**src/rtl/cpu_step_ctrl.sv**
```systemverilog
// Run/step controller: issues one-cycle cpu_step clock enables from CLK.
// Ports: CLK, Reset (sync, active-low), key_pulse, mode, run_count, bp_en,
//   bp_addr, pc in; cpu_step, running, halted_bp, step_count out.
module cpu_step_ctrl #(
    parameter int RATE_DIV = 25_000_000,
    parameter int PC_W     = 32
) (
    input  logic            CLK,
    input  logic            Reset,
    input  logic            key_pulse,
    input  logic [1:0]      mode,
    input  logic [7:0]      run_count,
    input  logic            bp_en,
    input  logic [PC_W-1:0] bp_addr,
    input  logic [PC_W-1:0] pc,
    output logic            cpu_step,
    output logic            running,
    output logic            halted_bp,
    output logic [15:0]     step_count
);

    localparam int TW = (RATE_DIV > 2) ? $clog2(RATE_DIV) : 1;
    localparam logic [TW-1:0] TICK_MAX = TW'(RATE_DIV - 1);

    typedef enum logic [1:0] {
        IDLE  = 2'd0,
        RUN   = 2'd1,
        BREAK = 2'd2
    } state_t;

    state_t          state, state_d;
    logic [1:0]      run_mode, run_mode_d;
    logic [7:0]      remaining, remaining_d;
    logic [TW-1:0]   tick, tick_d;
    logic            bp_en_q, bp_en_d;
    logic [PC_W-1:0] bp_addr_q, bp_addr_d;
    logic            strobe;
    logic            cpu_step_d, running_d, halted_d;
    logic [15:0]     step_count_d;

    // State and all registered outputs
    always_ff @(posedge CLK) begin
        if (!Reset) begin
            state      <= IDLE;
            run_mode   <= '0;
            remaining  <= '0;
            tick       <= '0;
            bp_en_q    <= 1'b0;
            bp_addr_q  <= '0;
            cpu_step   <= 1'b0;
            running    <= 1'b0;
            halted_bp  <= 1'b0;
            step_count <= '0;
        end else begin
            state      <= state_d;
            run_mode   <= run_mode_d;
            remaining  <= remaining_d;
            tick       <= tick_d;
            bp_en_q    <= bp_en_d;
            bp_addr_q  <= bp_addr_d;
            cpu_step   <= cpu_step_d;
            running    <= running_d;
            halted_bp  <= halted_d;
            step_count <= step_count_d;
        end
    end

    // Next-state and datapath
    always_comb begin
        state_d     = state;
        run_mode_d  = run_mode;
        remaining_d = remaining;
        tick_d      = tick;
        bp_en_d     = bp_en_q;
        bp_addr_d   = bp_addr_q;
        strobe      = 1'b0;
        unique case (state)
            IDLE: begin
                if (key_pulse) begin
                    unique case (mode)
                        2'b00: strobe = 1'b1;
                        2'b01: begin
                            if (run_count != 8'd0) begin
                                remaining_d = run_count;
                                tick_d      = '0;
                                run_mode_d  = mode;
                                state_d     = RUN;
                            end
                        end
                        default: begin
                            tick_d     = '0;
                            run_mode_d = mode;
                            bp_en_d    = bp_en;
                            bp_addr_d  = bp_addr;
                            state_d    = RUN;
                        end
                    endcase
                end
            end
            RUN: begin
                // Abort wins over a tick landing on the same edge
                if (key_pulse) begin
                    tick_d  = '0;
                    state_d = IDLE;
                end else if (tick == TICK_MAX) begin
                    tick_d = '0;
                    if (run_mode == 2'b10 && bp_en_q && pc == bp_addr_q) begin
                        state_d = BREAK;
                    end else begin
                        strobe = 1'b1;
                        if (run_mode == 2'b01) begin
                            remaining_d = remaining - 8'd1;
                            if (remaining == 8'd1)
                                state_d = IDLE;
                        end
                    end
                end else begin
                    tick_d = tick + TW'(1);
                end
            end
            BREAK: begin
                // One strobe steps past the breakpoint
                if (key_pulse) begin
                    strobe  = 1'b1;
                    state_d = IDLE;
                end
            end
            default: state_d = IDLE;
        endcase
    end

    // Next values of the registered outputs
    always_comb begin
        cpu_step_d   = strobe;
        running_d    = (state_d == RUN);
        halted_d     = (state_d == BREAK);
        step_count_d = step_count + {15'd0, strobe};
    end

endmodule

```
**config.mk**
```make
export PLATFORM = sky130hd
export DESIGN_NAME = cpu_step_ctrl
export DESIGN_NICKNAME = d
export VERILOG_FILES = /design/src/rtl/cpu_step_ctrl.sv
export SDC_FILE = /design/constraint.sdc
export NUM_CORES = 1
export LEC_CHECK = 0
export ABC_AREA = 1
export BUFFER_PORTS_ARGS = -buffer_cell sky130_fd_sc_hd__buf_2
export CAP_MARGIN = 20
export CELL_PAD_IN_SITES_DETAIL_PLACEMENT = 1
export CELL_PAD_IN_SITES_GLOBAL_PLACEMENT = 1
export CORE_ASPECT_RATIO = 0.6
export CORE_MARGIN = 2
export CORE_UTILIZATION = 30
export DETAILED_ROUTE_END_ITERATION = 6
export PLACE_DENSITY_LB_ADDON = 0.05
export SYNTH_ARGS = -nofsm -noshare
export SYNTH_HDL_FRONTEND = slang
export SYNTH_SLANG_ARGS = --single-unit
export TNS_END_PERCENT = 20
```
**constraint.sdc**
```tcl
create_clock -name CLK -period 3.5 [get_ports CLK]
set_input_delay 0.525 -clock CLK [delete_from_list [all_inputs] [get_ports CLK]]
set_output_delay 0.525 -clock CLK [all_outputs]
set_load 0.05 [all_outputs]
```
==> results_tabular.tex, run 1 <==
\begin{tabular}{lr}
\hline
Metric & Value \\
\hline
\multicolumn{2}{l}{\textbf{Status}} \\
Status & completed \\
\multicolumn{2}{l}{\textbf{Logic synthesis}} \\
Count of flip-flops with a built-in enable after synthesis & 0 \\
Sequential-to-total area share from yosys stat & 36.32\% \\
Synthesized instance count & 774 \\
Synthesized Nets & 857 \\
Synth async-reset ratio & 0\% \\
Leading register cell type out of synthesis & dfxtp\_1 \\
Summed instance area of the synthesized netlist & between 0.004 and 0.005 mm² \\
Register bit count reported by yosys & 89 \\
Number of warnings printed during yosys synthesis & 0 \\
Distinct cells, synth & 38 \\
Synthesized area per cell & about 6.3 µm² \\
\multicolumn{2}{l}{\textbf{Timing}} \\
Worst Max-Slew Pin Slew & between 700 and 800 ps \\
Max-slew violations & 0 \\
Hold Fails Final Rpt & 0 \\
Final number of setup-violating endpoints & 0 \\
Max frequency & 0.3328 GHz \\
Minimum clock period after layout & approximately 3000 ps \\
Share of the clock period used by the worst path after layout & 85.85\% \\
Final clock skew & around 7.5 ps \\
Worst-case headroom to the max-slew limit & a little over half \\
Hold slack final & about 450 ps \\
Setup TNS Final & 0 ps \\
Setup repair after global routing missed its margin & no \\
\multicolumn{2}{l}{\textbf{Layout}} \\
Storage element area & 0.001782 mm² \\
Final-stage net count & $\sim$950 \\
Multi-input gate area & around 0.0026 mm² \\
Number of antenna cells inserted & 0 \\
Area added between synthesis and finish & 20.33\% \\
Layout cells sized above 1 & 16.17\% \\
Number of filler cells placed in the layout & 2125 \\
Post-route cell area & between 0.005 and 0.006 mm² \\
\multicolumn{2}{l}{\textbf{Clock tree}} \\
Clk\_lat worst skew & 350 ps \\
Buffer type at the clock tree root & clkbuf\_16 \\
CTS Buf Count & 9 \\
CTS tree & built \\
Clock-pin slew on the worst setup and hold paths & roughly 70 ps \\
CTS Hold Buffers Added & 0 \\
Maximum clock insertion buffer count & 2 \\
CTS H-tree lvls & 3 \\
Number of clock sinks seen by CTS & about 90 \\
\multicolumn{2}{l}{\textbf{Setup path}} \\
Critical register-to-register path endpoint & step\_count[14]\$\_SDFF\_PN0\_ \\
Data arrival time of the critical path & roughly 3300 ps \\
Critical R2R Launch & tick[0]\$\_SDFFE\_PN0P\_ \\
Crit Path Class & register to register \\
Critical path launch point type & register \\
Largest fanout on the critical path & 6 \\
Type of element capturing the critical path & register \\
R2R setup slack & a little under 500 ps \\
Data required, critical path & 3740 ps \\
R2r worst-path depth & 18 \\
\multicolumn{2}{l}{\textbf{Power and ir drop}} \\
IR Drop Worst-Case VDD & 0.2577 mV \\
Power per unit of standard cell area & $\sim$420 mW/mm² \\
Leakage dissipation & between 2 and 3 nW \\
\multicolumn{2}{l}{\textbf{Placed design}} \\
Placed wire-length estimate & about 13 mm \\
Placed cell areas & 0.005602 mm² \\
Number of buffers inserted by port buffering & 96 \\
Routability congestion estimate from global placement & between 0.8 and 0.9 \\
\multicolumn{2}{l}{\textbf{Floorplanning}} \\
Die Y & between 100 and 150 µm \\
Die Wd & $\sim$170 µm \\
Number of core rows & 36 \\
Boundary Pins & a little under 100 \\
Area of the die & approximately 0.017 mm² \\
Initial cell density of the core & 30.42\% \\
Floorplan Core Area & 0.01613 mm² \\
\multicolumn{2}{l}{\textbf{Global route}} \\
First-pass GRT wire length & approximately 27 mm \\
Pin count of the biggest net entering global routing & between 50 and 60 \\
Initial antenna violation count & 0 \\
Global route overflow & 0 \\
Number of global-route vias before repair & 5089 \\
GR Util All Layers & between 15 and 20\% \\
\multicolumn{2}{l}{\textbf{Hold path}} \\
Startpoint of the most critical hold path & bp\_addr[10] \\
Capture endpoint of the worst hold path & bp\_addr\_q[10]\$\_SDFFE\_PN0P\_ \\
Min-Delay Path Class & input pin to register \\
Cell depth of the worst min-delay path & 3 \\
\multicolumn{2}{l}{\textbf{Route}} \\
Average via count per standard cell & approximately 4.8 \\
Starting DRT DRC Count & roughly 330 \\
Number of vias after detailed routing & roughly 5200 \\
Post-route ant nets & 0 \\
TritonRoute pass-1 iters & 4 \\
Average wire per cell in the routed design & approximately 15 µm \\
Total Wirelength & roughly 17 mm \\
\# DRC & 0 \\
\multicolumn{2}{l}{\textbf{Flow run}} \\
Max cap viols & 0 \\
\hline
\end{tabular}
state kept, by name, summed over array words and instances (netlist names):
name,count
step_count,16
running,1
tick,25
remaining,8
state,2
bp_addr_q,32
run_mode,2
cpu_step,1
halted_bp,1
bp_en_q,1
area by class of cell:
type	instances	share of cell area, %
Timing Repair Buffer	102	8.902
Inverter	107	6.889
Sequential cell	89	30.18
Clock buffer	13	4.239
Clock inverter	2	0.6571
Multi-Input combinational cell	559	44.70
Tap cell	209	4.430
cells by family (layout without fill, tap and decap cells):
logic type	after synthesis	after routing	synth area share, %
compound gates	123	123	13.62
xor+xnor	14	14	2.499
fa+ha+maj	5	5	1.275
buf+inv	126	224	9.997
flops	89	89	36.32
simple gates	417	417	36.29
timing repair:
item,CTS,global route
resized for setup,0,2
setup buffers,0,1
endpoints found under the setup margin,0,3
power by group:
group | switching [mW] | internal (mW) | total, mW
sequential | 0.0307 | 1.06 | 1.09
clock | 0.417 | 0.572 | 0.989
combinational | 0.240 | 0.135 | 0.375
total | 0.687 | 1.77 | 2.45
Yosys cell counts (3+ instances only):
library cell  number  area share, %
a21oi_1           45            4.6
a21oi_2            3           0.54
a31oi_1            5           0.64
buf_2              4           0.41
clkbuf_1          14            1.1
dfxtp_1           89             36
ha_1               5            1.3
inv_1            102            7.8
inv_2              4           0.31
nand2_1          186             14
nand2_2            4           0.51
nand3_1           33            3.4
nand4_1           18            2.3
nor2_1           141             11
nor2_2             3           0.38
nor3_1            18            1.8
o21ai_0           56            5.7
o21ai_1            3           0.31
o22ai_1            4           0.51
or2_2              3           0.38
xnor2_1           12            2.1
worst max-delay path, stage by stage (launching register included):
cell     delay, ps
dfxtp_1        430
ha_2           270
nand2_2         80
nor3_4         220
inv_1           80
nor2_1         100
nand2_1         80
inv_1           70
nand3_1         90
nand2_1         70
ha_1           190
ha_1           200
nand2_1         80
nor3_1         240
nand2_1        120
nor2_2         190
nand4_1        140
o21ai_0        190
a21oi_1         50
cell usage in the layout (no fill, tap or decap), types with 5 or more instances in the layout:
cell,Yosys,layout
a21oi_1,45,45
a31oi_1,5,5
buf_2,4,96
buf_4,0,6
clkbuf_16,0,9
dfxtp_1,89,89
inv_1,102,102
nand2_1,186,186
nand3_1,33,33
nand4_1,18,18
nor2_1,141,140
nor3_1,18,18
o21ai_0,56,56
xnor2_1,12,12
how the worst max path moves through the flow:
| stage | from | end | slack [ps] |
|---|---|---|---|
| finish | tick[0]$_SDFFE_PN0P_ | step_count[14]$_SDFF_PN0_ | 500 |
| CTS | tick[0]$_SDFFE_PN0P_ | step_count[14]$_SDFF_PN0_ | 290 |
| global placement | tick[0]$_SDFFE_PN0P_ | step_count[12]$_SDFF_PN0_ | 490 |
| floorplan | tick[0]$_SDFFE_PN0P_ | step_count[12]$_SDFF_PN0_ | 810 |
| detailed placement | tick[0]$_SDFFE_PN0P_ | step_count[14]$_SDFF_PN0_ | 320 |
| global route | tick[13]$_SDFFE_PN0P_ | step_count[12]$_SDFF_PN0_ | 100 |
per-stage QoR:
step | cells | power [mW] | utilization (%) | worst slack (ps)
finish | 1081 | 2.453 | 36.61 | 495.1
global route | 1081 | 2.584 | 36.61 | 98.70
CTS | 1080 | 2.496 | 36.53 | 285.4
detailed placement | 1065 | 1.490 | 34.74 | 317.5
global placement | 1065 | 1.473 | 34.74 | 486.8
floorplan | 774 | 1.357 | - | 810.6
per-layer routing:
layer / vias to the layer above / part of all wire (%) / wire, µm / global-route usage, %
met1: 2422 / 55 / 9132 / 30.42
met4: 0 / 0.92 / 153 / 4.602
met3: 16 / 6.3 / 1038 / 5.067
li1: 2640 / - / - / -
met5: - / 0 / 0 / 0
met2: 130 / 38 / 6253 / 27.18
Power figures use the tool's default switching activity.
==> run 2, diff against run 1 <==
--- a/config.mk
+++ b/config.mk
@@ -11,7 +11,7 @@
 export CELL_PAD_IN_SITES_DETAIL_PLACEMENT = 1
 export CELL_PAD_IN_SITES_GLOBAL_PLACEMENT = 1
 export CORE_ASPECT_RATIO = 0.6
-export CORE_MARGIN = 2
+export CORE_MARGIN = 5
 export CORE_UTILIZATION = 30
 export DETAILED_ROUTE_END_ITERATION = 6
 export PLACE_DENSITY_LB_ADDON = 0.05
==> constraint.sdc (replaced) <==
create_clock -name CLK -period 3.1 [get_ports CLK]
set_input_delay 0.465 -clock CLK [delete_from_list [all_inputs] [get_ports CLK]]
set_output_delay 0.465 -clock CLK [all_outputs]
set_load 0.05 [all_outputs]
==> run 2 against run 1 <==
Compared with the run above:
- clock power up 5%
- clock skew up 1.4 ps
- first-iteration DRC count down 1.8%
- sequential power up 13%
- largest cell class unchanged
- routed wire length up 1.2%
- hold slack worse by 68 ps
- worst setup slack worse by 230 ps
- combinational power up 14%
- sequential share of layout area down 0.16 points
- final area up 0.59%
- largest power group unchanged
- non-clock buffer count up 5
- critical path depth unchanged
==> results_tabular.tex, run 2 (synthesized netlist as in run 1, its figures left out) <==
\begin{tabular}{lr}
\hline
Metric & Value \\
\hline
\multicolumn{2}{l}{\textbf{Setup path}} \\
Critical path launch point type & register (unchanged) \\
Critical register-to-register path endpoint & step\_count[14]\$\_SDFF\_PN0\_ (unchanged) \\
Data arrival time of the critical path & 3070 ps (was 3250 ps) \\
Buffers plus inverters on the worst setup path & 2 (unchanged) \\
Crit Path Class & register to register (unchanged) \\
Slowest cell on the critical path & dfxtp\_1 (unchanged) \\
Crit path depth & 18 (unchanged) \\
Data required, critical path & 3340 ps (was 3740 ps) \\
Series of cell instances along the critical path & ha\_2, nand2\_2, nor3\_4, inv\_1, nor2\_1, nand2\_1, inv\_1, nand3\_1, nand2\_1, ha\_1, ha\_1, nand2\_1, nor3\_2, nand2\_1, nor2\_4, nand4\_1, o21ai\_0, a21oi\_1 (was ha\_2, nand2\_2, nor3\_4, inv\_1, nor2\_1, nand2\_1, inv\_1, nand3\_1, nand2\_1, ha\_1, ha\_1, nand2\_1, nor3\_1, nand2\_1, nor2\_2, nand4\_1, o21ai\_0, a21oi\_1) \\
Cell family contributing the most delay on the critical path & simple AND/OR/NAND/NOR gates (unchanged) \\
R2r worst-path depth & 18 (unchanged) \\
R2R setup slack & 260 ps (was 500 ps) \\
Type of element capturing the critical path & register (unchanged) \\
CP max stage delay & 390 ps (was 430 ps) \\
Cell occurring most often along the worst timing path & nand2\_1 (unchanged) \\
Largest fanout on the critical path & 5 (was 6) \\
Critical R2R Launch & tick[1]\$\_SDFFE\_PN0P\_ (was tick[0]\$\_SDFFE\_PN0P\_) \\
\multicolumn{2}{l}{\textbf{Layout}} \\
Largest register FFs & 32 (unchanged) \\
Commonest non-fill, non-tap cells in the layout & nand2\_1, nor2\_1, inv\_1 (unchanged) \\
Biggest register & bp\_addr\_q (unchanged) \\
Final-stage net count & 956 (was 951) \\
Post-route cell area & 0.005938 mm² (was 0.005903 mm²) \\
Area added between synthesis and finish & 21.04\% (was 20.33\%) \\
Post-route insts no fill & 1088 (was 1081) \\
Number of filler cells placed in the layout & 2135 (was 2125) \\
Leading cell type in the layout, fill and taps excluded & nand2\_1 (unchanged) \\
Layout cells sized above 1 & 17.08\% (was 16.17\%) \\
Registers with the highest flip-flop counts & bp\_addr\_q (32), tick (25), step\_count (16) (unchanged) \\
\multicolumn{2}{l}{\textbf{Route}} \\
Average wire per cell in the routed design & 15.42 µm (was 15.34 µm) \\
Post-route ant nets & 0 (unchanged) \\
Number of vias after detailed routing & 5215 (was 5208) \\
Starting DRT DRC Count & 323 (was 329) \\
Total Wirelength & 16.77 mm (was 16.58 mm) \\
\# DRC & 0 (unchanged) \\
Average via count per standard cell & 4.793 (was 4.818) \\
TritonRoute pass-1 iters & 5 (was 4) \\
\multicolumn{2}{l}{\textbf{Timing}} \\
Share of the clock period used by the worst path after layout & 91.56\% (was 85.85\%) \\
Final number of setup-violating endpoints & 0 (unchanged) \\
Max-slew violations & 0 (unchanged) \\
Setup repair after global routing missed its margin & no (unchanged) \\
Minimum clock period after layout & 2838 ps (was 3005 ps) \\
Hold Fails Final Rpt & 0 (unchanged) \\
Max frequency & 0.3523 GHz (was 0.3328 GHz) \\
Setup TNS Final & 0 ps (unchanged) \\
Worst Max-Slew Pin Slew & 720.4 ps (was 715.1 ps) \\
Final clock skew & 8.858 ps (was 7.469 ps) \\
Worst-case headroom to the max-slew limit & 51.65\% (was 52.27\%) \\
\multicolumn{2}{l}{\textbf{Clock tree}} \\
CTS Buf Count & 9 (unchanged) \\
CTS Hold Buffers Added & 0 (unchanged) \\
Number of clock sinks seen by CTS & 89 (unchanged) \\
Maximum clock insertion buffer count & 2 (unchanged) \\
CTS H-tree lvls & 3 (unchanged) \\
Clock-pin slew on the worst setup and hold paths & 70 ps (about the same) \\
Clk\_lat worst skew & 350 ps (about the same) \\
Buffer type at the clock tree root & clkbuf\_16 (unchanged) \\
CTS tree & built (unchanged) \\
\multicolumn{2}{l}{\textbf{Placed design}} \\
Placed wire-length estimate & 13.32 mm (was 13.01 mm) \\
Routability congestion estimate from global placement & 0.8980 (was 0.8681) \\
Cells after DPL & 1071 (was 1065) \\
Number of buffers inserted by port buffering & 96 (unchanged) \\
Placed cell areas & 0.005647 mm² (was 0.005602 mm²) \\
\multicolumn{2}{l}{\textbf{Floorplanning}} \\
Die Wd & 175.1 µm (was 169.1 µm) \\
Die Y & 109.1 µm (was 103.1 µm) \\
Boundary Pins & 97 (unchanged) \\
Area of the die & 0.01909 mm² (was 0.01743 mm²) \\
Initial cell density of the core & 30.42\% (unchanged) \\
Number of core rows & 36 (unchanged) \\
Floorplan Core Area & 0.01613 mm² (unchanged) \\
\multicolumn{2}{l}{\textbf{Status}} \\
Status & completed (unchanged) \\
\multicolumn{2}{l}{\textbf{Hold path}} \\
Cell depth of the worst min-delay path & 3 (unchanged) \\
Min-Delay Path Class & input pin to register (unchanged) \\
Startpoint of the most critical hold path & bp\_addr[23] (was bp\_addr[10]) \\
Capture endpoint of the worst hold path & bp\_addr\_q[23]\$\_SDFFE\_PN0P\_ (was bp\_addr\_q[10]\$\_SDFFE\_PN0P\_) \\
\multicolumn{2}{l}{\textbf{Global route}} \\
Global route overflow & 0 (unchanged) \\
GR Util All Layers & 18.05\% (was 19.82\%) \\
Number of global-route vias before repair & 5210 (was 5089) \\
First-pass GRT wire length & 27.17 mm (was 26.73 mm) \\
Pin count of the biggest net entering global routing & 54 (unchanged) \\
Initial antenna violation count & 0 (unchanged) \\
\multicolumn{2}{l}{\textbf{Flow run}} \\
Max cap viols & 0 (unchanged) \\
\multicolumn{2}{l}{\textbf{Power and ir drop}} \\
IR Drop Worst-Case VDD & 0.1868 mV (was 0.2577 mV) \\
Leakage dissipation & 2.596 nW (was 2.579 nW) \\
Power per unit of standard cell area & 453.7 mW/mm² (was 415.5 mW/mm²) \\
\hline
\end{tabular}
## run 2: worst register-to-register path, cell delays in order, from the launching register on
cell	delay [ps]
dfxtp_1	390
ha_2	250
nand2_2	80
nor3_4	210
inv_1	80
nor2_1	110
nand2_1	80
inv_1	70
nand3_1	90
nand2_1	70
ha_1	190
ha_1	200
nand2_1	90
nor3_2	190
nand2_1	130
nor2_4	150
nand4_1	120
o21ai_0	180
a21oi_1	60
## run 2: power breakdown
| part | leakage [nW] | internal (mW) | switching, mW | total (mW) |
|---|---|---|---|---|
| Clock | 0.133 | 0.567 | 0.470 | 1.04 |
| Sequential | 0.725 | 1.20 | 0.0341 | 1.23 |
| Combinational | 1.74 | 0.156 | 0.272 | 0.428 |
| Total | 2.60 | 1.92 | 0.776 | 2.69 |
## run 2: per-layer routing
metal	wire length [µm]	global-route usage [%]	vias up
met5	0	0	-
met4	96	3.473	0
met3	1002	4.574	10
met2	6277	24.70	115
met1	9398	28.14	2442
li1	-	-	2648
## run 2: stage by stage
step	setup WS, ps	power (mW)	hold slack (ps)	util, %
2_1_floorplan	410.6	1.532	443.7	-
3_3_place_gp	199.6	1.671	453.3	35.02
3_5_place_dp	52.17	1.686	464.7	35.02
4_1_cts	16.61	2.744	367.2	36.71
5_1_grt	20.89	2.857	371.0	36.81
6_report	261.6	2.694	380.6	36.83
## run 2: worst max-delay path by stage
stage | startpoint | end | slack [ps]
after floorplan | tick[0]$_SDFFE_PN0P_ | step_count[12]$_SDFF_PN0_ | 410
after global placement | tick[0]$_SDFFE_PN0P_ | step_count[12]$_SDFF_PN0_ | 200
after detailed placement | tick[0]$_SDFFE_PN0P_ | step_count[14]$_SDFF_PN0_ | 50
after CTS | tick[0]$_SDFFE_PN0P_ | step_count[14]$_SDFF_PN0_ | 20
after global routing | tick[1]$_SDFFE_PN0P_ | step_count[10]$_SDFF_PN0_ | 20
final | tick[1]$_SDFFE_PN0P_ | step_count[14]$_SDFF_PN0_ | 260
## run 2: cell type report
| type | count | area [µm²] | share of cell area (%) |
|---|---|---|---|
| antenna | 1 | 2.502 | 0.04214 |
| clock buffer | 12 | 246.5 | 4.151 |
| clock inverter | 4 | 26.28 | 0.4425 |
| inverter | 107 | 406.6 | 6.848 |
| multi-input combinational | 559 | 2649 | 44.61 |
| sequential | 89 | 1783 | 30.03 |
| tap | 209 | 261.5 | 4.404 |
| timing repair buffer | 107 | 563.0 | 9.482 |
## run 2: repair_timing
item,in CTS,in global routing
resized for setup,0,6
setup buffers,0,0
setup endpoints to repair,0,6
==> run 3, diff against run 2 <==
--- a/config.mk
+++ b/config.mk
@@ -12,7 +12,7 @@
 export CELL_PAD_IN_SITES_GLOBAL_PLACEMENT = 1
 export CORE_ASPECT_RATIO = 0.6
 export CORE_MARGIN = 5
-export CORE_UTILIZATION = 30
+export CORE_UTILIZATION = 25
 export DETAILED_ROUTE_END_ITERATION = 6
 export PLACE_DENSITY_LB_ADDON = 0.05
 export SYNTH_ARGS = -nofsm -noshare
==> run 3 against run 2 <==
Compared with the run above:
- combinational power about the same
- final area rose by 2.3%
- clock-buffer cell count fell by 1
==> results_tabular.tex, run 3 (synthesized netlist as in run 1, its figures left out) <==
\begin{tabular}{lr}
\hline
Metric & Value \\
\hline
\multicolumn{2}{l}{\textbf{Route}} \\
Starting DRT DRC Count & 321 (was 323) \\
\# DRC & 0 (unchanged) \\
Post-route ant nets & 0 (unchanged) \\
Average wire per cell in the routed design & 15.30 µm (was 15.42 µm) \\
Average via count per standard cell & 4.561 (was 4.793) \\
Number of vias after detailed routing & 5227 (was 5215) \\
Total Wirelength & 17.54 mm (was 16.77 mm) \\
TritonRoute pass-1 iters & 5 (unchanged) \\
\multicolumn{2}{l}{\textbf{Floorplanning}} \\
Initial cell density of the core & 25.58\% (was 30.42\%) \\
Die Wd & 190.9 µm (was 175.1 µm) \\
Floorplan Core Area & 0.01918 mm² (was 0.01613 mm²) \\
Boundary Pins & 97 (unchanged) \\
Number of core rows & 39 (was 36) \\
Area of the die & 0.02262 mm² (was 0.01909 mm²) \\
Die Y & 118.5 µm (was 109.1 µm) \\
\multicolumn{2}{l}{\textbf{Clock tree}} \\
CTS H-tree lvls & 3 (unchanged) \\
CTS tree & built (unchanged) \\
CTS Buf Count & 9 (unchanged) \\
Buffer type at the clock tree root & clkbuf\_16 (unchanged) \\
CTS Hold Buffers Added & 0 (unchanged) \\
Number of clock sinks seen by CTS & 89 (unchanged) \\
Clock-pin slew on the worst setup and hold paths & 70 ps (about the same) \\
Clk\_lat worst skew & 350 ps (about the same) \\
Maximum clock insertion buffer count & 2 (unchanged) \\
\multicolumn{2}{l}{\textbf{Power and ir drop}} \\
Psw & 0.8071 mW (was 0.7762 mW) \\
Part of the power in registers & 43.4\% (was 45.6\%) \\
IR Drop Worst-Case VDD & 0.2369 mV (was 0.1868 mV) \\
Combinational group share of total power & 15.2\% (was 15.9\%) \\
Leakage dissipation & 2.618 nW (was 2.596 nW) \\
Internal & 2.025 mW (was 1.918 mW) \\
Power per unit of standard cell area & 466.5 mW/mm² (was 453.7 mW/mm²) \\
Switching fraction of total power & 28.49\% (was 28.81\%) \\
Portion of total power attributed to the clock network & 41.4\% (was 38.5\%) \\
\multicolumn{2}{l}{\textbf{Setup path}} \\
Data arrival time of the critical path & 2950 ps (was 3070 ps) \\
Data required, critical path & 3330 ps (was 3340 ps) \\
R2r worst-path depth & 18 (unchanged) \\
Crit Path Class & register to register (unchanged) \\
Largest fanout on the critical path & 5 (unchanged) \\
Type of element capturing the critical path & register (unchanged) \\
Critical path launch point type & register (unchanged) \\
R2R setup slack & 380 ps (was 260 ps) \\
\multicolumn{2}{l}{\textbf{Hold path}} \\
Cell depth of the worst min-delay path & 3 (unchanged) \\
Min-Delay Path Class & input pin to register (unchanged) \\
\multicolumn{2}{l}{\textbf{Layout}} \\
Storage element area & 0.001783 mm² (unchanged) \\
Area added between synthesis and finish & 23.77\% (was 21.04\%) \\
Registers with the highest flip-flop counts & bp\_addr\_q (32), tick (25), step\_count (16) (unchanged) \\
Layout cells sized above 1 & 17.52\% (was 17.08\%) \\
Final-stage net count & 957 (was 956) \\
Multi-input gate area & 0.002661 mm² (was 0.002649 mm²) \\
Number of filler cells placed in the layout & 2499 (was 2135) \\
Post-route cell area & 0.006072 mm² (was 0.005938 mm²) \\
Post-route insts no fill & 1146 (was 1088) \\
Commonest non-fill, non-tap cells in the layout & nand2\_1, nor2\_1, inv\_1 (unchanged) \\
Leading cell type in the layout, fill and taps excluded & nand2\_1 (unchanged) \\
Biggest register & bp\_addr\_q (unchanged) \\
Largest register FFs & 32 (unchanged) \\
\multicolumn{2}{l}{\textbf{Global route}} \\
Initial antenna violation count & 1 (was 0) \\
Pin count of the biggest net entering global routing & 52 (was 54) \\
First-pass GRT wire length & 27.85 mm (was 27.17 mm) \\
Global route overflow & 0 (unchanged) \\
Number of global-route vias before repair & 5207 (was 5210) \\
GR Util All Layers & 15.53\% (was 18.05\%) \\
\multicolumn{2}{l}{\textbf{Placed design}} \\
Placed cell areas & 0.005725 mm² (was 0.005647 mm²) \\
Cells after DPL & 1129 (was 1071) \\
Number of buffers inserted by port buffering & 96 (unchanged) \\
Routability congestion estimate from global placement & 0.9235 (was 0.8980) \\
Placed wire-length estimate & 13.88 mm (was 13.32 mm) \\
\multicolumn{2}{l}{\textbf{Timing}} \\
Max frequency & 0.3678 GHz (was 0.3523 GHz) \\
Share of the clock period used by the worst path after layout & 87.71\% (was 91.56\%) \\
Worst Max-Slew Pin Slew & 737.5 ps (was 720.4 ps) \\
Worst-case headroom to the max-slew limit & 50.50\% (was 51.65\%) \\
Final clock skew & 9.893 ps (was 8.858 ps) \\
Minimum clock period after layout & 2719 ps (was 2838 ps) \\
Hold Fails Final Rpt & 0 (unchanged) \\
Max-slew violations & 0 (unchanged) \\
Final number of setup-violating endpoints & 0 (unchanged) \\
\multicolumn{2}{l}{\textbf{Flow run}} \\
Max cap viols & 0 (unchanged) \\
\multicolumn{2}{l}{\textbf{Status}} \\
Status & completed (unchanged) \\
\hline
\end{tabular}
==> run 3: layout make-up <==
| type | count | area share, % |
|---|---|---|
| antenna | 1 | 0.04121 |
| inverter | 107 | 6.697 |
| tap | 266 | 5.481 |
| sequential | 89 | 29.36 |
| clock buffer | 11 | 4.162 |
| timing repair buffer | 108 | 9.396 |
| clock inverter | 5 | 1.030 |
| multi-input combinational | 559 | 43.83 |
==> run 3: worst paths after layout <==
kind / startpoint / endpoint
worst max-delay path: tick[1]$_SDFFE_PN0P_ / step_count[12]$_SDFF_PN0_
worst min-delay path: bp_addr[12] / bp_addr_q[12]$_SDFFE_PN0P_
worst max register to register: tick[1]$_SDFFE_PN0P_ / step_count[12]$_SDFF_PN0_
worst min register to register: bp_addr_q[6]$_SDFFE_PN0P_ / bp_addr_q[6]$_SDFFE_PN0P_
==> run 3: routing by layer <==
layer	GRT usage [%]	vias to the layer above	wire [µm]
met5	0	-	0
met3	4.184	11	1110
met2	20.71	109	6548
met4	3.318	0	176
met1	24.49	2447	9700
li1	-	2660	-
==> run 3: repair_timing <==
item | CTS | global route
setup endpoints to repair | 0 | 7
endpoints found under the hold margin | 0 | 0
gates resized for setup | 0 | 8
buffers inserted | 0 | 0
==> run 3: metrics by stage <==
stage / total power [mW] / setup slack (ps) / hold slack, ps / util, % / TNS (ps)
after floorplan: 1.532 / 410.6 / 443.7 / - / 0
after global placement: 1.677 / 233.1 / 453.7 / 29.86 / 0
after detailed placement: 1.691 / 83.28 / 465.1 / 29.86 / 0
after CTS: 2.901 / 46.00 / 369.0 / 31.50 / 0
after global routing: 3.005 / -11.43 / 376.5 / 31.66 / -11.43
final: 2.832 / 380.8 / 381.6 / 31.66 / 0
==> run 3: power by group through the flow <==
| stage | Sequential (mW) | Clock (mW) | Combinational, mW |
|---|---|---|---|
| 2_1_floorplan | 1.25 | 0 | 0.278 |
| 3_3_place_gp | 1.25 | 0 | 0.425 |
| 3_5_place_dp | 1.26 | 0 | 0.436 |
| 4_1_cts | 1.23 | 1.23 | 0.438 |
| 5_1_grt | 1.24 | 1.27 | 0.495 |
| 6_report | 1.23 | 1.17 | 0.430 |
==> run 3: critical path: stages (launching register included) <==
cell,delay (ps)
dfxtp_1,430
ha_4,190
nand2_2,70
nor3_4,180
inv_1,80
nor2_1,100
nand2_1,80
inv_1,60
nand3_1,80
nand2_1,70
ha_1,190
ha_1,180
nand2_1,90
nor3_2,200
nand2_1,130
nor2_4,150
nand4_1,110
o21ai_0,160
a21oi_1,50
